`src/rtl/mem_arb_pkg.sv`:
```
// Shared definitions for the unified IF/MEM memory arbiter:
// FSM state encoding, default geometry and the word returned on a timeout abort.
`timescale 1ns/1ps
package mem_arb_pkg;

  // Default widths and policy limits
  localparam int ADDR_W_DEF       = 32;
  localparam int DATA_W_DEF       = 32;
  localparam int STARVE_LIMIT_DEF = 4;
  localparam int MAX_WAIT_DEF     = 15;

  // Read data handed back to a requester whose access was aborted
  localparam logic [31:0] TIMEOUT_RDATA = 32'h0;

  // Who currently owns the shared memory port
  typedef enum logic [1:0] {
    IDLE   = 2'd0,
    GNT_IF = 2'd1,
    GNT_DM = 2'd2
  } arb_state_t;

endpackage

```
`src/rtl/mem_arb_prio.sv`:
```
// Grant decision between fetch and data requests.
// Data normally wins; after STARVE_LIMIT data grants taken while fetch was
// waiting, the next contended decision goes to fetch.
`timescale 1ns/1ps
module mem_arb_prio #(
  parameter int STARVE_LIMIT = 4
) (
  input  logic clk,
  input  logic rst,
  input  logic if_valid,
  input  logic dm_valid,
  input  logic grant_event,
  output logic pick_if,
  output logic pick_dm
);

  localparam int CW = $clog2(STARVE_LIMIT + 1);
  localparam logic [CW-1:0] STARVE_MAX = CW'(STARVE_LIMIT);

  logic [CW-1:0] starve_cnt_reg;
  logic          starved;

  // Fetch is forced only when both want the port and fetch has waited long enough
  always_comb begin
    starved = (starve_cnt_reg == STARVE_MAX);
    pick_dm = dm_valid & (~if_valid | ~starved);
    pick_if = if_valid & ~pick_dm;
  end

  // Count data grants that overtook a waiting fetch; any fetch grant clears it
  always_ff @(posedge clk) begin
    if (rst) begin
      starve_cnt_reg <= '0;
    end else if (grant_event) begin
      if (pick_if) begin
        starve_cnt_reg <= '0;
      end else if (pick_dm && if_valid && !starved) begin
        starve_cnt_reg <= starve_cnt_reg + 1'b1;
      end
    end
  end

endmodule

```
`src/rtl/unified_mem_arbiter.sv`:
```
// Shares one single-port, variable-latency memory between instruction fetch
// and data access. One access is in flight at a time: the grant cycle
// launches mem_req, completion (mem_ack or timeout) returns to IDLE with a
// one-cycle ready pulse to the owner. Stall holds the pipeline while either
// requester is still waiting.
`timescale 1ns/1ps
module unified_mem_arbiter
  import mem_arb_pkg::*;
#(
  parameter int ADDR_W       = ADDR_W_DEF,
  parameter int DATA_W       = DATA_W_DEF,
  parameter int STARVE_LIMIT = STARVE_LIMIT_DEF,
  parameter int MAX_WAIT     = MAX_WAIT_DEF
) (
  input  logic              clk,
  input  logic              rst,
  // instruction fetch side
  input  logic              if_req,
  input  logic [ADDR_W-1:0] if_addr,
  output logic [DATA_W-1:0] if_rdata,
  output logic              if_ready,
  // data access side
  input  logic              dm_req,
  input  logic              dm_we,
  input  logic [ADDR_W-1:0] dm_addr,
  input  logic [DATA_W-1:0] dm_wdata,
  output logic [DATA_W-1:0] dm_rdata,
  output logic              dm_ready,
  // shared memory port
  output logic              mem_req,
  output logic              mem_we,
  output logic [ADDR_W-1:0] mem_addr,
  output logic [DATA_W-1:0] mem_wdata,
  input  logic [DATA_W-1:0] mem_rdata,
  input  logic              mem_ack,
  // pipeline control / status
  output logic              stall,
  output logic              timeout_err
);

  localparam int WW = $clog2(MAX_WAIT + 1);
  localparam logic [WW-1:0]     WAIT_LIMIT = WW'(MAX_WAIT);
  localparam logic [DATA_W-1:0] ABORT_DATA = DATA_W'(TIMEOUT_RDATA);

  arb_state_t    state_reg;
  logic [WW-1:0] wait_cnt_reg;

  logic if_valid;
  logic dm_valid;
  logic grant_event;
  logic pick_if;
  logic pick_dm;
  logic access_done;
  logic access_abort;

  // A request seen together with its own ready pulse was already served
  always_comb begin
    if_valid     = if_req & ~if_ready;
    dm_valid     = dm_req & ~dm_ready;
    grant_event  = (state_reg == IDLE);
    access_done  = (state_reg != IDLE) & mem_ack;
    access_abort = (state_reg != IDLE) & ~mem_ack & (wait_cnt_reg == WAIT_LIMIT);
  end

  // Pipeline freezes until every raised request has seen its ready pulse
  assign stall = (if_req & ~if_ready) | (dm_req & ~dm_ready);

  mem_arb_prio #(
    .STARVE_LIMIT(STARVE_LIMIT)
  ) u_prio (
    .clk        (clk),
    .rst        (rst),
    .if_valid   (if_valid),
    .dm_valid   (dm_valid),
    .grant_event(grant_event),
    .pick_if    (pick_if),
    .pick_dm    (pick_dm)
  );

  // Ownership FSM, memory handshake registers, ready pulses and timeout tracking
  always_ff @(posedge clk) begin
    if (rst) begin
      state_reg    <= IDLE;
      wait_cnt_reg <= '0;
      mem_req      <= 1'b0;
      mem_we       <= 1'b0;
      mem_addr     <= '0;
      mem_wdata    <= '0;
      if_rdata     <= '0;
      dm_rdata     <= '0;
      if_ready     <= 1'b0;
      dm_ready     <= 1'b0;
      timeout_err  <= 1'b0;
    end else begin
      // ready is a single-cycle pulse unless a completion re-asserts it below
      if_ready <= 1'b0;
      dm_ready <= 1'b0;

      unique case (state_reg)
        IDLE: begin
          // mem_ack arriving here belongs to nothing and is ignored
          if (pick_dm) begin
            state_reg    <= GNT_DM;
            mem_req      <= 1'b1;
            mem_we       <= dm_we;
            mem_addr     <= dm_addr;
            mem_wdata    <= dm_wdata;
            wait_cnt_reg <= '0;
          end else if (pick_if) begin
            state_reg    <= GNT_IF;
            mem_req      <= 1'b1;
            mem_we       <= 1'b0;
            mem_addr     <= if_addr;
            wait_cnt_reg <= '0;
          end
        end

        GNT_IF: begin
          if (access_done || access_abort) begin
            if_ready     <= 1'b1;
            if_rdata     <= access_done ? mem_rdata : ABORT_DATA;
            state_reg    <= IDLE;
            mem_req      <= 1'b0;
            mem_we       <= 1'b0;
            wait_cnt_reg <= '0;
          end else begin
            wait_cnt_reg <= wait_cnt_reg + 1'b1;
          end
        end

        GNT_DM: begin
          if (access_done || access_abort) begin
            dm_ready <= 1'b1;
            // stores keep the last load value; aborts always return the abort word
            if (access_abort) begin
              dm_rdata <= ABORT_DATA;
            end else if (!mem_we) begin
              dm_rdata <= mem_rdata;
            end
            state_reg    <= IDLE;
            mem_req      <= 1'b0;
            mem_we       <= 1'b0;
            wait_cnt_reg <= '0;
          end else begin
            wait_cnt_reg <= wait_cnt_reg + 1'b1;
          end
        end

        default: begin
          state_reg <= IDLE;
          mem_req   <= 1'b0;
          mem_we    <= 1'b0;
        end
      endcase

      // an ack in the limit cycle is a normal completion, so only aborts flag
      if (access_abort) begin
        timeout_err <= 1'b1;
      end
    end
  end

endmodule

```
`config.mk`:
```
export PLATFORM = sky130hd
export DESIGN_NAME = unified_mem_arbiter
export DESIGN_NICKNAME = d
export VERILOG_FILES = /design/src/rtl/mem_arb_pkg.sv /design/src/rtl/mem_arb_prio.sv /design/src/rtl/unified_mem_arbiter.sv
export SDC_FILE = /design/constraint.sdc
export NUM_CORES = 1
export LEC_CHECK = 0
export ABC_AREA = 1
export BUFFER_PORTS_ARGS = -buffer_cell sky130_fd_sc_hd__buf_2
export CAP_MARGIN = 15
export CORE_MARGIN = 2
export CORE_UTILIZATION = 42
export CTS_CLUSTER_SIZE = 12
export DETAILED_ROUTE_END_ITERATION = 8
export GPL_ROUTABILITY_DRIVEN = 0
export PLACE_DENSITY = 0.77
export SKIP_CTS_REPAIR_TIMING = 1
export SYNTH_ARGS = -nofsm -noshare
export SYNTH_HDL_FRONTEND = slang
export SYNTH_SLANG_ARGS = --single-unit
```
`constraint.sdc`:
```
create_clock -name clk -period 1.57 [get_ports clk]
set_clock_uncertainty 0.1 [all_clocks]
set_input_delay 0.157 -clock clk [delete_from_list [all_inputs] [get_ports clk]]
set_output_delay 0.157 -clock clk [all_outputs]
set_load 0.03 [all_outputs]
```
==> metrics, run 1 <==
status finished with violations; failing checks hold timing, setup timing; Initial DRC Count 555; worst path cell trace inv_1, ha_4, nand2_4, nor2_4, nor2_4, buf_12, inv_8, clkbuf_16, nand2_1, nand3_1, nand2_1, inv_1; global-route wire length before repair 26210 um; TritonCTS Sinks 142; CP endpoint kind flip-flop; Top Layer Used met4; die area 14900 sq um; synthesized area per cell 7.263 sq um; Initial Util 0.4251; hold slack -9.349 ps; Routed Antenna Nets 0; Leak 5.120 nW; most common cell after layout, fill and taps aside buf_2; Critical path buffers and inverters 5; Final Hold Fails 1; met3 WL 2570 um; Post-Place Cells 1232; grt ovf 0; CP required 1800 ps; Synth Instances 806; Total Power 12.11 mW; Area after DPL 7550 sq um; final core occ 0.7969; DRC viols 0; Synth cell types 24; Ys Warns 0; arrival time worst endpoint 2020 ps; via/cell ratio 5.444; Slew Limit Fails 0; number of max-cap violations 0; min-delay worst type input port to flip-flop; final setup slack of the worst path -217.8 ps; CP max FO 16; syn_nets 947; Setup CP Type flip-flop to flip-flop; Worst-path clk slew 60 ps; CTS tree done; die height 122.1 um; routed len/inst 19.29 um; PwrDens 1103 nW/um^2; most frequent cells in the layout buf_2 (266), nand2_1 (169), dfxtp_1 (137); Cell Area, Synth 5854 sq um; f_max 559.4 MHz; number of global-route vias before repair 5564; I/O Pins 268; share of cells above drive strength 1 0.4553; initial antenna violation count 2; Finished Layout Cells 1425; Synth Register Bits 142; design area 10980 sq um; # H-tree levels 4; CP startpoint kind flip-flop; register area share after synthesis 0.4856; hpwl dp 11960 um; I/O Buffers 267; final worst-path cycle share 1.139; Root Buffer clkbuf_16; Clock Path Buffers 2; die width 122.1 um; largest net degree at the start of global routing 56; Placeable Area 13770 sq um; Worst path slowest cell dfxtp_2; routed wl met2 13190 um; DR vias 7758; worst-skew pair later-pin latency 430 ps; Routed met1 length 9947 um; fin nets 1372; final setup fails 117; FP Rows 43; final WL 27490 um; CTS Buf Count 17; unrepaired setup endpoints after global routing true; Worst path max stage delay 340 ps; all-layer global routing usage 0.2215; delay-heaviest family, CP simple AND/OR/NAND/NOR gates; Slew @ Worst Pin 412.8 ps; VDD IR max 0.0007341 V; Area Overhead vs Synth 87.48%; Worst slew margin 0.7248; Detailed Routing Iterations Pass 1 7; min Tclk post-route 1788 ps
==> path summary, 6_finish.rpt <==
path,cells past startpoint,startpoint,endpoint,slack [ps]
hold / removal,5,dm_addr[29],mem_addr[29],-9
setup reg to reg,12,u_prio.starve_cnt_reg[1],mem_addr[17],-220
setup / recovery,12,u_prio.starve_cnt_reg[1],mem_addr[17],-220
hold reg to reg,2,mem_wdata[26],mem_wdata[26],360
==> report_power, final <==
group	total, mW	switching, mW	internal, mW	leakage, nW
registers	4.06	0.174	3.88	1.16
logic	3.37	2.03	1.34	3.63
clock network	4.69	1.60	3.09	0.332
==> layout make-up <==
class / instances / area, sq um
fill: 778 / 2798
antenna: 2 / 5.005
clock buffer: 20 / 466.7
tap: 180 / 225.2
clock inverter: 11 / 211.5
sequential: 142 / 2849
inverter: 50 / 202.7
timing repair buffer: 464 / 3623
multi-input combinational: 556 / 3392
==> per-layer routing <==
layer | vias to the layer above | GRT usage
met1 | 3565 | 0.2694
met4 | 0 | 0.08836
li1 | 3464 | -
met3 | 161 | 0.07350
met2 | 568 | 0.3610
met5 | - | 0
==> metrics by stage <==
| step | TNS, ps | setup slack [ps] | hold WS (ps) |
|---|---|---|---|
| after floorplan | -1295 | -43.17 | 204.2 |
| after global placement | 0 | 34.86 | 325.1 |
| after detailed placement | -5.519 | -5.519 | 326.4 |
| after CTS | -360.3 | -51.09 | -119.3 |
| after global routing | -15500 | -233.1 | 17.07 |
| final | -8707 | -217.8 | -9.349 |
==> kinds of logic (layout without fill, tap and decap cells) <==
| kind of cell | after synthesis | in the layout | synth area share |
|---|---|---|---|
| AND/OR/NAND/NOR | 438 | 438 | 0.3172 |
| flip-flops | 142 | 142 | 0.4856 |
| AO/OA/AOI/OAI | 111 | 111 | 0.09746 |
| buffers and inverters | 108 | 545 | 0.08485 |
| adder cells (fa/ha/maj) | 7 | 7 | 0.01496 |
| other | 0 | 2 | 0 |
==> worst reg2reg max path: cells and delay by family, from the launching register on <==
family / cells / cell delay (ps)
buf+inv: 5 / 540
simple gates: 6 / 560
flops: 1 / 340
fa+ha+maj: 1 / 160
==> Yosys cell counts, drive strengths merged <==
| cell type | number | area, sq um |
|---|---|---|
| nand2 | 255 | 974.7 |
| dfxtp | 142 | 2843 |
| a21oi | 106 | 534.3 |
| nor2 | 78 | 305.3 |
| nand3 | 69 | 350.3 |
| inv | 49 | 183.9 |
| buf | 35 | 221.5 |
| nand4 | 35 | 219.0 |
| clkbuf | 23 | 86.33 |
| ha | 7 | 87.58 |
| o21ai | 5 | 36.29 |
| clkinv | 1 | 5.000 |
| nand3b | 1 | 7.510 |
Power figures use the tool's default switching activity.
==> inputs of run 2 (changes only) <==
Settings changed: RECOVER_POWER set to 100.
==> run 2 against run 1 <==
Compared with the run above: the run still ends with hold timing, setup timing left; first-iteration DRC count increased by 1.4%; total power decreased by 0.57%; non-clock buffer count unchanged; die area unchanged; combinational power decreased by 2%; worst setup slack improved by 14 ps; via count increased by 0.66%; sequential share of layout area increased by 0.40 points; clock power about the same; highest routed layer unchanged.
==> metrics, run 2 (synthesis gave the netlist of run 1 again) <==
Total Power 12.04 mW (-0.57%); largest net degree at the start of global routing 56 (unchanged); Area Overhead vs Synth 84.66%; failing checks hold timing, setup timing; clock share of power 0.389 (+0.002); internal power 8.241 mW (-0.84%); number of global-route vias before repair 5564 (unchanged); worst path cell trace inv_1, ha_4, nand2_4, nor2_4, nor2_4, buf_12, inv_8, clkbuf_16, nand2_1, nand3_1, nand2_1, inv_1; VDD IR max 0.0007316 V (-0.34%); Initial DRC Count 563 (+1.4%); R2R Setup Slk -200 ps (about the same); # H-tree levels 4 (unchanged); Final Hold Fails 1 (unchanged); I/O Buffers 267 (unchanged); I/O Pins 268 (unchanged); grt ovf 0 (unchanged); status finished with violations; Seq pwr share 0.338 (+0.003); multi-input logic area 3392 sq um (unchanged); Root Buffer clkbuf_16; DR vias 7809 (+0.66%); final worst-path cycle share 1.130 (-0.009192); hold slack -12.26 ps (-2.914 ps); Setup CP Type flip-flop to flip-flop; f_max 563.9 MHz (+0.81%); share of cells above drive strength 1 0.3492 (-0.1062); PwrDens 1114 nW/um^2 (+0.95%); final WL 27630 um (+0.51%); global-route wire length before repair 26210 um (unchanged); arrival time worst endpoint 2000 ps (-20 ps); all-layer global routing usage 0.2215 (unchanged); Register Area 2849 sq um (unchanged); layout filler cell count 884 (+14%); min Tclk post-route 1773 ps (-14.43 ps); Comb power frac 0.274 (-0.004); CP max FO 16 (unchanged); CTS Buf Count 17 (unchanged); Slew Limit Fails 0 (unchanged); Slew @ Worst Pin 479.5 ps (+66.69 ps); Worst-path clk slew 60 ps (about the same); Clock Path Buffers 2 (unchanged); Worst path max stage delay 340 ps (about the same); final setup fails 114 (-2.6%); Worst path slowest cell dfxtp_2; Worst slew margin 0.6817 (-0.04309); TritonCTS Sinks 142 (unchanged); fin nets 1372 (unchanged); die height 122.1 um (unchanged); DRC viols 0 (unchanged); Leak 4.577 nW (-11%); FP Rows 43 (unchanged); CTS tree done; CP endpoint kind flip-flop; via/cell ratio 5.480 (+0.66%); die area 14900 sq um (unchanged); unrepaired setup endpoints after global routing true; routed len/inst 19.39 um (+0.51%); Switch Pwr 3.801 mW (about the same); most common cell after layout, fill and taps aside nand2_1; min-delay worst type input port to flip-flop; Initial Util 0.4251 (unchanged); CP required 1800 ps (about the same); hpwl dp 11960 um (unchanged); Routed Antenna Nets 0 (unchanged); most frequent cells in the layout nand2_1 (169), dfxtp_1 (137), buf_2 (134); worst-skew pair later-pin latency 420 ps (about the same); Net Sw Frac 0.3157 (+0.001906); final core occ 0.7849 (-0.01199); Placeable Area 13770 sq um (unchanged); Detailed Routing Iterations Pass 1 6 (-1); CP startpoint kind flip-flop; final setup slack of the worst path -203.3 ps (+14.43 ps); initial antenna violation count 2 (unchanged); die width 122.1 um (unchanged); number of max-cap violations 0 (unchanged); setup tns final -8454 ps (+253.2 ps)
[run 2: cell types whose count changed in the layout (fill, tap and decap cells not counted), sizes merged]
cell	delta
buf	-132
clkbuf	+132
[run 2: worst paths after layout]
kind,startpoint,to,depth (start not counted)
worst min register to register,mem_wdata[26],mem_wdata[26],2
worst min-delay path,dm_addr[29],mem_addr[29],5
worst max-delay path,u_prio.starve_cnt_reg[1],mem_addr[17],12
worst max register to register,u_prio.starve_cnt_reg[1],mem_addr[17],12
[run 2: routing by layer]
metal	share of wire	vias to the layer above	track usage
met2	0.48	560	0.3610
met3	0.088	167	0.07350
met4	0.067	0	0.08836
li1	-	3458	-
met5	0	-	0
met1	0.37	3624	0.2694
[run 2: through the flow]
stage / instance area [sq um] / cells / setup WS (ps) / hold slack [ps]
2_1_floorplan: 5898 / 806 / -43.17 / 204.2
3_3_place_gp: 7550 / 1232 / 34.86 / 325.1
3_5_place_dp: 7550 / 1232 / -5.519 / 326.4
4_1_cts: 8228 / 1263 / -51.09 / -119.3
5_1_grt: 10810 / 1425 / -233.1 / 17.07
6_report: 10810 / 1425 / -203.3 / -12.26
[run 2: area by class of cell]
class,instances,area share
timing repair buffer,464,0.3199
multi-input combinational,556,0.3138
sequential,142,0.2635
clock buffer,20,0.04317
tap,180,0.02083
clock inverter,11,0.01956
inverter,50,0.01875
antenna,2,0.0004630
[run 2: worst max-delay path, delay by kind of cell, from the launching register on]
family	cells	cell delay [ps]
buffers and inverters	5	530
adders and majority gates	1	160
DFF	1	340
and+or+nand+nor	6	560
[run 2: power by group through the flow]
| stage | clock network [mW] | logic [mW] | registers (mW) |
|---|---|---|---|
| 2_1_floorplan | 0 | 1.05 | 4.60 |
| 3_3_place_gp | 0 | 2.35 | 4.08 |
| 3_5_place_dp | 0 | 2.36 | 4.09 |
| 4_1_cts | 4.66 | 2.37 | 4.02 |
| 5_1_grt | 4.85 | 3.48 | 4.09 |
| 6_report | 4.68 | 3.30 | 4.07 |
